`src/rtl/multiplication.sv`:
```
// Sequential unsigned shift-and-add multiplier.
// Operands are accepted over a valid/ready handshake. One multiplier bit
// is consumed per clock. The 2*WIDTH-bit product is then offered over a
// second valid/ready handshake. Latency is fixed at WIDTH iteration edges.
module multiplication #(
   parameter int WIDTH = 8
) (
   input  logic                 clk,
   input  logic                 rst_n,
   input  logic                 in_valid,
   output logic                 in_ready,
   input  logic [WIDTH-1:0]     A,
   input  logic [WIDTH-1:0]     B,
   output logic                 busy,
   output logic                 out_valid,
   input  logic                 out_ready,
   output logic [2*WIDTH-1:0]   Res
);

   localparam int CNT_W = $clog2(WIDTH + 1);
   localparam logic [CNT_W-1:0] LAST_CNT = CNT_W'(WIDTH - 1);

   typedef enum logic [1:0] {
      IDLE = 2'b00,
      RUN  = 2'b01,
      DONE = 2'b10
   } state_t;

   state_t               state_q;
   logic [WIDTH-1:0]     mc_q;
   logic [WIDTH:0]       hi_q;
   logic [WIDTH-1:0]     lo_q;
   logic [CNT_W-1:0]     cnt_q;
   logic                 in_ready_q;
   logic                 busy_q;
   logic                 out_valid_q;
   logic [2*WIDTH-1:0]   res_q;

   logic [WIDTH:0]       sum_d;
   logic [WIDTH:0]       hi_d;
   logic [WIDTH-1:0]     lo_d;
   logic [2*WIDTH-1:0]   prod_d;

   // One iteration: conditionally add the multiplicand into the upper half
   // (carry kept in bit WIDTH), then shift {hi,lo} right by one.
   always_comb begin
      sum_d = hi_q;
      if (lo_q[0]) begin
         sum_d = hi_q + {1'b0, mc_q};
      end else begin
         sum_d = hi_q;
      end
      hi_d   = {1'b0, sum_d[WIDTH:1]};
      lo_d   = {sum_d[0], lo_q[WIDTH-1:1]};
      prod_d = {hi_d[WIDTH-1:0], lo_d};
   end

   // Control FSM and datapath registers; all handshake outputs are registered.
   always_ff @(posedge clk or negedge rst_n) begin
      if (!rst_n) begin
         state_q     <= IDLE;
         mc_q        <= '0;
         hi_q        <= '0;
         lo_q        <= '0;
         cnt_q       <= '0;
         in_ready_q  <= 1'b1;
         busy_q      <= 1'b0;
         out_valid_q <= 1'b0;
         res_q       <= '0;
      end else begin
         case (state_q)
            IDLE: begin
               if (in_valid && in_ready_q) begin
                  mc_q       <= A;
                  hi_q       <= '0;
                  lo_q       <= B;
                  cnt_q      <= '0;
                  state_q    <= RUN;
                  in_ready_q <= 1'b0;
                  busy_q     <= 1'b1;
               end else begin
                  state_q    <= IDLE;
               end
            end
            RUN: begin
               hi_q  <= hi_d;
               lo_q  <= lo_d;
               cnt_q <= cnt_q + CNT_W'(1);
               // Final iteration: latch the product and leave RUN on the same edge.
               if (cnt_q == LAST_CNT) begin
                  res_q       <= prod_d;
                  state_q     <= DONE;
                  busy_q      <= 1'b0;
                  out_valid_q <= 1'b1;
               end else begin
                  state_q     <= RUN;
               end
            end
            DONE: begin
               // No new operand is taken on the handshake edge; IDLE accepts next edge.
               if (out_ready) begin
                  state_q     <= IDLE;
                  out_valid_q <= 1'b0;
                  in_ready_q  <= 1'b1;
               end else begin
                  state_q     <= DONE;
               end
            end
            default: begin
               state_q     <= IDLE;
               in_ready_q  <= 1'b1;
               busy_q      <= 1'b0;
               out_valid_q <= 1'b0;
            end
         endcase
      end
   end

   assign in_ready  = in_ready_q;
   assign busy      = busy_q;
   assign out_valid = out_valid_q;
   assign Res       = res_q;

endmodule

```
`config.mk`:
```
export PLATFORM = sky130hd
export DESIGN_NAME = multiplication
export DESIGN_NICKNAME = d
export VERILOG_FILES = /design/src/rtl/multiplication.sv
export SDC_FILE = /design/constraint.sdc
export NUM_CORES = 1
export LEC_CHECK = 0
export BUFFER_PORTS_ARGS = -buffer_cell sky130_fd_sc_hd__buf_2
export CORE_MARGIN = 1
export CORE_UTILIZATION = 43
export CTS_BUF_LIST = sky130_fd_sc_hd__clkbuf_8
export DETAILED_ROUTE_END_ITERATION = 8
export HOLD_SLACK_MARGIN = 0.15
export PLACE_DENSITY_LB_ADDON = 0.12
export SLEW_MARGIN = 10
export SYNTH_ARGS = -nofsm -noshare
export SYNTH_HDL_FRONTEND = slang
export SYNTH_SLANG_ARGS = --single-unit
```
`constraint.sdc`:
```
create_clock -name clk -period 2.4 [get_ports clk]
set_clock_uncertainty 0.15 [all_clocks]
set_input_delay 0.12 -clock clk [delete_from_list [all_inputs] [get_ports clk]]
set_output_delay 0.12 -clock clk [all_outputs]
set_load 0.1 [all_outputs]
```
==> impl_results.md, run 1 <==
* Die outline area at 5720 µm²
* Startpoint of the lowest-slack register-to-register path: hi_q[0]$_DFFE_PN0P_
* Number of inserted diodes at 0
* Postcts setup bufs at 0
* Final layout net count at 344
* Max Used Layer: met4
* Vias after detailed routing at 1923
* Multiplexer share of the synthesized area at 2.15%
* Number of warnings issued by yosys at 0
* Setup TNS at 0 ns
* Placed Instances at 357
* Arrival time of the worst setup path at 2.25 ns
* Count of final hold-check violations at 0
* Area growth from synthesis to layout at 25.1%
* Iteration count of the initial detailed-routing pass at 5
* Routed wire length per instance at 13.0 µm
* Main combinational cell family by area after synthesis: simple AND/OR/NAND/NOR gates
* Worst-path clk slew at 0.09 ns
* Sum of routed wire length over all layers at 5.01 mm
* Xor-xnor portion of the synthesized cell area at 1.50%
* Minimum clock period at 2.21 ns
* IO Port Bufs at 38
* Synth unique cells at 36
* Worst hold margin at 0.258 ns
* Clock tree from TritonCTS: yes
* Ports at 39
* X dimension of the die at 75.6 µm
* EDFF count, synth at 0
* Via density at 4.99
* Endpoints failing setup at 0
* Total clock buffers created by CTS at 5
* Adder-cell area share of the yosys netlist at 5.69%
* Worst-path fanout max at 3
* Overall fraction of global-route tracks in use at 19.3%
* Required time worst endpoint at 2.44 ns
* Unrepaired setup endpoints after global routing: no
* Startpoint of the most critical setup path: hi_q[0]$_DFFE_PN0P_
* P_leak at 1.49 nW
* Number of antenna violations at the first check in global routing at 0
* Synth Net Count at 285
* Kind of critical path: flop to flop
* Number of slew-limit violations in the final report at 0
* Ys flop type: sky130_fd_sc_hd__dfrtp_1
* Number of buffers between clock root and the deepest sink at 2
* Core box area at 5170 µm²
* Worst hold-check path type: primary input to async pin
* Latest clock arrival within the worst-skew pair at 0.30 ns
* Standard-cell row count at 26
* Post-synthesis share of cell area spent on and, or, nand and nor gates at 21.8%
* Y dimension of the die at 75.6 µm
* Per-instance average area after synthesis at 9.15 µm²
* Layout Cells excl Fill at 385
* Gate count after technology mapping at 255
* Sequential cell area fraction in the yosys report at 52.6%
* Maximum number of pins on one net before global-route repair at 35
* Aggregate global routing overflow at 0
* FFs w/ async S/R, synth at 100%
* Period Utilization, post-route at 92.1%
* P per Cell Area at 1480 nW/µm²
* Most common cell after layout, fill and taps aside: sky130_fd_sc_hd__nand2_1
* Detailed route wirelength on metal3 at 188 µm
* Netlist area before placement at 2330 µm²
* Wire length of the first global-routing pass at 8.04 mm
* Final Power at 4.33 mW
* Clock H-tree levels at 2
* Slew margin rel. at 38.3%
* Upper clock frequency limit at 453 MHz
* Worst voltage drop across the vdd grid at 0.584 mV
* Met2 layer wire length in the routed design at 2.25 mm
* Vias in the first global route at 1653
* Critical path startpoint category: flop
* Total DRC errors in the routed layout at 0
* Effective utilization at floorplan at 45.1%
* Transition time of the tightest slew-check pin at 0.925 ns
* Maxcap violations at 0
* Share of post-route cells with drive strength above 1 at 18.7%
* Nature of the critical path endpoint: flop
* GPL Wtd Cong at 0.810
* Antenna-violating nets left at 0
* HPWL after DPL at 3.48 mm
* CTS Root Cell: sky130_fd_sc_hd__clkbuf_8
* Total routed wire length on the met1 layer at 2.51 mm
* Clock sink count at 49
* Commonest cells after routing, fill and taps aside: sky130_fd_sc_hd__nand2_1 (80), sky130_fd_sc_hd__dfrtp_1 (48), sky130_fd_sc_hd__buf_2 (38)
* Number of design-rule violations left by the first detailed-router iteration at 83
* Status: finished, final reports clean
* Yosys reg bits at 49
* Post-synthesis compound-gate area fraction at 13.4%
registers in the layout (all words and copies together), names as in the netlist:
signal	flops
hi_q	8
in_ready	1
state_q	2
out_valid	1
mc_q	8
cnt_q	4
Res	16
busy	1
lo_q	8
report_power, final:
| part | internal (mW) | switching [mW] | total (mW) | leakage (nW) |
|---|---|---|---|---|
| Sequential | 1.17 | 0.239 | 1.41 | 0.607 |
| Clock | 0.339 | 0.280 | 0.619 | 0.0574 |
| Combinational | 0.665 | 1.64 | 2.30 | 0.822 |
| Total | 2.17 | 2.15 | 4.33 | 1.49 |
worst max-delay path: stages, from the launching register on:
cell                       delay (ns)
sky130_fd_sc_hd__dfrtp_1         0.41
sky130_fd_sc_hd__ha_1            0.22
sky130_fd_sc_hd__fa_1            0.40
sky130_fd_sc_hd__a21o_1          0.20
sky130_fd_sc_hd__a221oi_2        0.29
sky130_fd_sc_hd__nor2b_1         0.09
sky130_fd_sc_hd__nor3_1          0.21
sky130_fd_sc_hd__o31ai_1         0.11
cells in the mapped netlist, types with 2 or more instances:
cell | count | area (µm²)
sky130_fd_sc_hd__a21o_1 | 3 | 22.5
sky130_fd_sc_hd__inv_1 | 2 | 7.51
sky130_fd_sc_hd__a21oi_1 | 7 | 35.0
sky130_fd_sc_hd__buf_2 | 10 | 50.1
sky130_fd_sc_hd__nor2_1 | 14 | 52.6
sky130_fd_sc_hd__nor3_1 | 2 | 10.0
sky130_fd_sc_hd__mux2i_1 | 5 | 50.1
sky130_fd_sc_hd__nand3b_1 | 2 | 15.0
sky130_fd_sc_hd__clkbuf_1 | 2 | 7.51
sky130_fd_sc_hd__a31oi_1 | 10 | 62.6
sky130_fd_sc_hd__nor2b_1 | 2 | 12.5
sky130_fd_sc_hd__o31ai_1 | 2 | 15.0
sky130_fd_sc_hd__xnor2_1 | 3 | 26.3
sky130_fd_sc_hd__nor2_2 | 2 | 12.5
sky130_fd_sc_hd__o21ai_0 | 26 | 130
sky130_fd_sc_hd__nand2_1 | 80 | 300
sky130_fd_sc_hd__nand2b_1 | 2 | 12.5
sky130_fd_sc_hd__ha_1 | 9 | 113
sky130_fd_sc_hd__dfrtp_1 | 48 | 1200
sky130_fd_sc_hd__nand3_1 | 8 | 40.0
cells by family after synthesis:
family	after synthesis
and+or+nand+nor	120
AOI/OAI and AO/OA	53
DFF	49
buffers and inverters	14
adders and majority gates	10
muxes	5
xor gates and xnor gates	4
path summary, 6_finish.rpt:
kind	end	slack, ns	depth (start not counted)
max	hi_q[7]$_DFFE_PN0P_	0.19	7
min	Res[5]$_DFFE_PN0P_	0.26	3
max reg2reg	hi_q[7]$_DFFE_PN0P_	0.19	7
min reg2reg	Res[0]$_DFFE_PN0P_	0.33	2
max in group asynchronous	mc_q[7]$_DFFE_PN0P_	0.82	3
min in group clk	Res[0]$_DFFE_PN0P_	0.33	2
final cells by class:
class                           count  area (µm²)
Clock buffer                        6        82.6
Tap cell                           70        87.6
Sequential cell                    49        1230
Fill cell                         483        2250
Inverter                            2        7.51
Multi-Input combinational cell    192        1040
Clock inverter                      2        37.5
Timing Repair Buffer               64         435
stage by stage:
step           instance area (µm²)  util [%]  setup WS, ns
6_report                      2920      56.4         0.190
5_1_grt                       2920      56.4        0.0411
4_1_cts                       2920      56.4         0.195
3_5_place_dp                  2600      50.2         0.205
3_3_place_gp                  2600      50.2         0.261
2_1_floorplan                 2330         -         0.373
what timing repair did:
| item | in CTS | in global routing |
|---|---|---|
| resized for setup | 0 | 0 |
| hold buffers | 20 | 0 |
| endpoints found under the hold margin | 67 | 0 |
per-layer routing:
metal / vias up / global-route usage, %
li1: 977 / -
met1: 905 / 27.8
met2: 35 / 28.8
met3: 6 / 5.03
met4: 0 / 5.56
met5: - / 0
No activity file was read; power rests on OpenSTA's default activity.
==> run 2: changes to the inputs <==
--- a/config.mk
+++ b/config.mk
@@ -6,12 +6,14 @@
 export NUM_CORES = 1
 export LEC_CHECK = 0
 export BUFFER_PORTS_ARGS = -buffer_cell sky130_fd_sc_hd__buf_2
+export CORE_ASPECT_RATIO = 2
 export CORE_MARGIN = 1
-export CORE_UTILIZATION = 43
+export CORE_UTILIZATION = 40
 export CTS_BUF_LIST = sky130_fd_sc_hd__clkbuf_8
 export DETAILED_ROUTE_END_ITERATION = 8
 export HOLD_SLACK_MARGIN = 0.15
 export PLACE_DENSITY_LB_ADDON = 0.12
+export SKIP_LAST_GASP = 1
 export SLEW_MARGIN = 10
 export SYNTH_ARGS = -nofsm -noshare
 export SYNTH_HDL_FRONTEND = slang
==> run 2 against run 1 <==
Against the previous run:
- register-to-register slack worse by 0.02 ns
- utilization down 5.6 points
- clock power down 25%
- sequential cell count unchanged
- highest routed layer unchanged
- global-route usage down 0.20 points
- critical path depth unchanged
- sequential power up 3%
- die area up 7.6%
- clock-buffer cell count down 1
==> impl_results.md, run 2 (synthesis gave the netlist of run 1 again) <==
* Period Utilization, post-route at 93.1%
* Critical path startpoint category: flop
* X dimension of the die at 56.0 µm
* Final layout net count at 342
* Number of slew-limit violations in the final report at 0
* Slew margin rel. at 62.8%
* Vias in the first global route at 1924
* Vias after detailed routing at 1968
* Sum of routed wire length over all layers at 5.64 mm
* Number of inserted diodes at 0
* Startpoint of the most critical setup path: hi_q[0]$_DFFE_PN0P_
* Endpoints failing setup at 0
* Nature of the critical path endpoint: flop
* Overall fraction of global-route tracks in use at 19.1%
* Setup TNS at 0 ns
* CTS Root Cell: sky130_fd_sc_hd__clkbuf_8
* Required time worst endpoint at 2.42 ns
* Most common cell after layout, fill and taps aside: sky130_fd_sc_hd__nand2_1
* Standard-cell row count at 39
* HPWL after DPL at 4.00 mm
* P_leak at 1.48 nW
* Reg2Reg Depth at 7
* Commonest cells after routing, fill and taps aside: sky130_fd_sc_hd__nand2_1 (80), sky130_fd_sc_hd__dfrtp_1 (48), sky130_fd_sc_hd__buf_2 (38)
* Final cell area excluding filler cells at 2880 µm²
* Postcts setup bufs at 0
* Clock sink count at 49
* Worst-path clk slew at 0.09 ns
* Die outline area at 6160 µm²
* Transition time of the tightest slew-check pin at 0.558 ns
* Worst-path fanout max at 3
* IO Port Bufs at 38
* Total buffers and inverters traversed by the critical path at 0
* Effective utilization at floorplan at 41.2%
* Wire length of the first global-routing pass at 8.95 mm
* Kind of cell with the highest combined delay on the critical path: adder cells
* Pre-CTS setup slack at 0.210 ns
* Status: finished, final reports clean
* Number of gates resized after cts at 0
* Core box area at 5660 µm²
* Slowest cell on the critical path: sky130_fd_sc_hd__fa_1
* Capture instance of the worst register-to-register path: Res[15]$_DFFE_PN0P_
* Worst hold-check path type: primary input to async pin
* Post-route worst setup slack at 0.166 ns
* Count of final hold-check violations at 0
* Clock tree from TritonCTS: yes
* Minimum clock period at 2.23 ns
* Upper clock frequency limit at 448 MHz
* Via density at 5.26
* Area growth from synthesis to layout at 23.4%
* Latest clock arrival within the worst-skew pair at 0.30 ns
* Total clock buffers created by CTS at 5
* Crit path cell chain: ha_1 > fa_1 > a21o_1 > a221oi_2 > nor2b_1 > nor3_1 > o31ai_1
* Largest stage delay, worst path at 0.41 ns
* Share of post-route cells with drive strength above 1 at 17.9%
* Maxcap violations at 0
* Startpoint of the lowest-slack register-to-register path: hi_q[0]$_DFFE_PN0P_
* Final Power at 4.21 mW
* Iteration count of the initial detailed-routing pass at 4
* Clock H-tree levels at 2
* Worst voltage drop across the vdd grid at 1.14 mV
* Maximum number of pins on one net before global-route repair at 34
* Aggregate global routing overflow at 0
* Worst hold margin at 0.173 ns
* Unrepaired setup endpoints after global routing: no
* Ports at 39
* GPL Wtd Cong at 0.819
* Y dimension of the die at 110 µm
* Total DRC errors in the routed layout at 0
* Placement-stage cell area at 2600 µm²
* Reg2Reg Setup Slack at 0.17 ns
* Kind of critical path: flop to flop
* Number of antenna violations at the first check in global routing at 0
* Arrival time of the worst setup path at 2.26 ns
* Number of design-rule violations left by the first detailed-router iteration at 44
* Routed wire length per instance at 15.1 µm
* Number of flip-flops under the largest register name at 16
* P per Cell Area at 1460 nW/µm²
* Number of buffers between clock root and the deepest sink at 2
* Antenna-violating nets left at 0
==> run 2: area by class of cell <==
cell class                 instances  area [µm²]
clock buffer                       5        68.8
clock inverter                     3        15.0
fill                             567        2780
inverter                           2        7.51
multi-input combinational        192        1040
sequential                        49        1230
tap                               61        76.3
timing repair buffer              62         443
==> run 2: repair_timing <==
item | 4_1_cts | 5_1_grt
hold endpoints to repair | 67 | 0
endpoints found under the setup margin | 0 | 0
hold buffers | 19 | 0
==> run 2: metal layers <==
layer  global-route usage [%]  share of wire (%)  vias up
li1                         -                  -      976
met1                     19.2                 38      937
met2                     36.9                 56       39
met3                     2.57                2.1       16
met4                     10.8                3.8        0
met5                        0                  0        -
==> run 2: how the worst max path moves through the flow <==
stage                     cells past startpoint                   to  slack, ns
after floorplan                               7  Res[15]$_DFFE_PN0P_       0.37
after global placement                        7  hi_q[7]$_DFFE_PN0P_       0.26
after detailed placement                      7  hi_q[7]$_DFFE_PN0P_       0.21
after CTS                                     7  Res[15]$_DFFE_PN0P_       0.19
after global routing                          7  Res[15]$_DFFE_PN0P_       0.04
final                                         7  Res[15]$_DFFE_PN0P_       0.17
==> run 2: power breakdown <==
part / leakage (nW) / switching, mW / internal [mW]
Clock: 0.0467 / 0.269 / 0.198
Combinational: 0.824 / 1.64 / 0.654
Sequential: 0.607 / 0.287 / 1.17
Total: 1.48 / 2.19 / 2.02
==> run 2: stage by stage <==
stage / util [%] / cells
after floorplan: - / 255
final: 50.8 / 374
after global routing: 50.8 / 374
after global placement: 46.0 / 347
after CTS: 50.8 / 374
after detailed placement: 46.0 / 347
==> run 3: changes to the inputs <==
--- a/config.mk
+++ b/config.mk
@@ -8,11 +8,11 @@
 export BUFFER_PORTS_ARGS = -buffer_cell sky130_fd_sc_hd__buf_2
 export CORE_ASPECT_RATIO = 2
 export CORE_MARGIN = 1
-export CORE_UTILIZATION = 40
+export CORE_UTILIZATION = 58
 export CTS_BUF_LIST = sky130_fd_sc_hd__clkbuf_8
 export DETAILED_ROUTE_END_ITERATION = 8
 export HOLD_SLACK_MARGIN = 0.15
-export PLACE_DENSITY_LB_ADDON = 0.12
+export PLACE_DENSITY = 0.82
 export SKIP_LAST_GASP = 1
 export SLEW_MARGIN = 10
 export SYNTH_ARGS = -nofsm -noshare
==> constraint.sdc (replaced) <==
create_clock -name clk -period 2.4 [get_ports clk]
set_clock_uncertainty 0.15 [all_clocks]
set_input_delay 0 -clock clk [delete_from_list [all_inputs] [get_ports clk]]
set_output_delay 0 -clock clk [all_outputs]
set_load 0.1 [all_outputs]
==> run 3 against run 2 <==
Against the previous run:
- clock power up 9.2%
- power is 1.5% higher
- setup slack improved by 0.0018 ns
- non-clock buffer count increased by 2
- design area is 0.30% lower
- via count rose by 1.1%
- sequential cell count unchanged
- critical path type unchanged
==> impl_results.md, run 3 (synthesis gave the netlist of run 1 again) <==
* Routed wire length per instance at 14.7 µm
* Placement-stage cell area at 2570 µm²
* Largest stage delay, worst path at 0.40 ns
* Number of inserted diodes at 0
* Upper clock frequency limit at 448 MHz
* Vias in the first global route at 1995
* Required time worst endpoint at 2.47 ns
* Ports at 39
* Core box area at 3840 µm²
* Total DRC errors in the routed layout at 0
* Kind of critical path: flop to flop
* Gate power share at 54.2%
* Crit path cell chain: ha_1 > fa_1 > a21o_1 > a221oi_2 > xnor2_1 > mux2i_1 > o21ai_0
* Standard-cell row count at 32
* Utilization after layout at 74.6%
* Worst voltage drop across the vdd grid at 1.24 mV
* Maximum number of pins on one net before global-route repair at 27
* Share of post-route cells with drive strength above 1 at 18.7%
* Clock H-tree levels at 2
* Worst-path clk slew at 0.10 ns
* Worst hold margin at 0.257 ns
* Arrival time of the worst setup path at 2.30 ns
* Setup TNS at 0 ns
* Total clock buffers created by CTS at 5
* Sum of routed wire length over all layers at 5.38 mm
* Slowest cell on the critical path: sky130_fd_sc_hd__dfrtp_1
* Latest clock arrival within the worst-skew pair at 0.31 ns
* Wire length of the first global-routing pass at 8.78 mm
* Number of antenna violations at the first check in global routing at 0
* HPWL after DPL at 3.82 mm
* Minimum clock period at 2.23 ns
* Antenna-violating nets left at 0
* Clock sink count at 49
* Switching power share of the total at 52.3%
* Aggregate global routing overflow at 0
* Vias after detailed routing at 1990
* Worst-path fanout max at 2
* Kind of cell with the highest combined delay on the critical path: compound AO/OA/AOI/OAI gates
* Final Power at 4.28 mW
* Y dimension of the die at 91.7 µm
* IO Port Bufs at 38
* Final cell area excluding filler cells at 2870 µm²
* Number of flip-flops under the largest register name at 16
* Status: finished, final reports clean
* Sequential share of power at 33.9%
* Number of slew-limit violations in the final report at 0
* Area growth from synthesis to layout at 23.0%
* Unrepaired setup endpoints after global routing: no
* Nature of the critical path endpoint: flop
* Period Utilization, post-route at 93.0%
* Most common cell after layout, fill and taps aside: sky130_fd_sc_hd__nand2_1
* Switching Power at 2.24 mW
* Commonest cells after routing, fill and taps aside: sky130_fd_sc_hd__nand2_1 (80), sky130_fd_sc_hd__dfrtp_1 (48), sky130_fd_sc_hd__buf_2 (38)
* GPL Wtd Cong at 0.890
* Clock tree from TritonCTS: yes
* Cell internal power dissipation at 2.04 mW
* Overall fraction of global-route tracks in use at 28.8%
* Final layout net count at 344
* X dimension of the die at 46.8 µm
* Reg2Reg Setup Slack at 0.17 ns
* Endpoints failing setup at 0
* Slew margin rel. at 42.9%
* Part of the power in the clock network at 11.9%
* Effective utilization at floorplan at 60.7%
* Via density at 5.44
* CTS Root Cell: sky130_fd_sc_hd__clkbuf_8
* Maxcap violations at 0
* P_leak at 1.47 nW
* Iteration count of the initial detailed-routing pass at 4
* Number of gates resized after cts at 0
* Number of buffers between clock root and the deepest sink at 2
* P per Cell Area at 1490 nW/µm²
* Transition time of the tightest slew-check pin at 0.856 ns
* Number of design-rule violations left by the first detailed-router iteration at 34
* Worst hold-check path type: primary input to flop
* Total buffers and inverters traversed by the critical path at 0
* Critical path startpoint category: flop
* Die outline area at 4290 µm²
* Count of final hold-check violations at 0
==> run 3: cell type report <==
class / count / area, µm²
tap: 51 / 63.8
multi-input combinational: 192 / 1040
inverter: 2 / 7.51
clock buffer: 5 / 68.8
clock inverter: 3 / 26.3
fill: 302 / 975
sequential: 49 / 1230
timing repair buffer: 64 / 435
==> run 3: per-layer routing <==
layer,GRT usage [%],vias up,share of wire (%)
li1,-,984,-
met1,32.3,948,37
met2,50.9,43,58
met3,3.15,15,2.9
met4,12.6,0,2.9
met5,0,-,0
==> run 3: timing repair <==
action	in CTS	in global routing
buffers inserted	0	0
hold buffers	20	0
endpoints found under the hold margin	70	0
==> run 3: tightest hold or removal path, delay by kind of cell <==
kind	cells	cell delay (ns)
buf+inv	2	0.61
simple gates	2	0.09
==> run 3: path summary, 6_finish.rpt <==
path,startpoint,end,cells past startpoint
worst min-delay path,A[7],mc_q[7]$_DFFE_PN0P_,4
min in group asynchronous,rst_n,mc_q[3]$_DFFE_PN0P_,4
max in group asynchronous,rst_n,in_ready$_DFFE_PN1P_,4
worst max register to register,mc_q[0]$_DFFE_PN0P_,Res[13]$_DFFE_PN0P_,7
worst min register to register,in_ready$_DFFE_PN1P_,in_ready$_DFFE_PN1P_,2
worst max-delay path,mc_q[0]$_DFFE_PN0P_,Res[13]$_DFFE_PN0P_,7
==> run 3: metrics by stage <==
step,std cells,setup WS [ns]
detailed placement,338,0.210
finish,366,0.167
CTS,366,0.176
floorplan,255,0.373
global route,366,0.0155
global placement,338,0.277
==> run 3: power groups by stage <==
stage | combinational [mW] | sequential, mW | clock [mW]
after floorplan | 1.04 | 2.23 | 0
after global placement | 2.25 | 1.45 | 0
after detailed placement | 2.30 | 1.47 | 0
after CTS | 2.33 | 1.45 | 0.518
after global routing | 2.53 | 1.49 | 0.542
final | 2.32 | 1.45 | 0.510
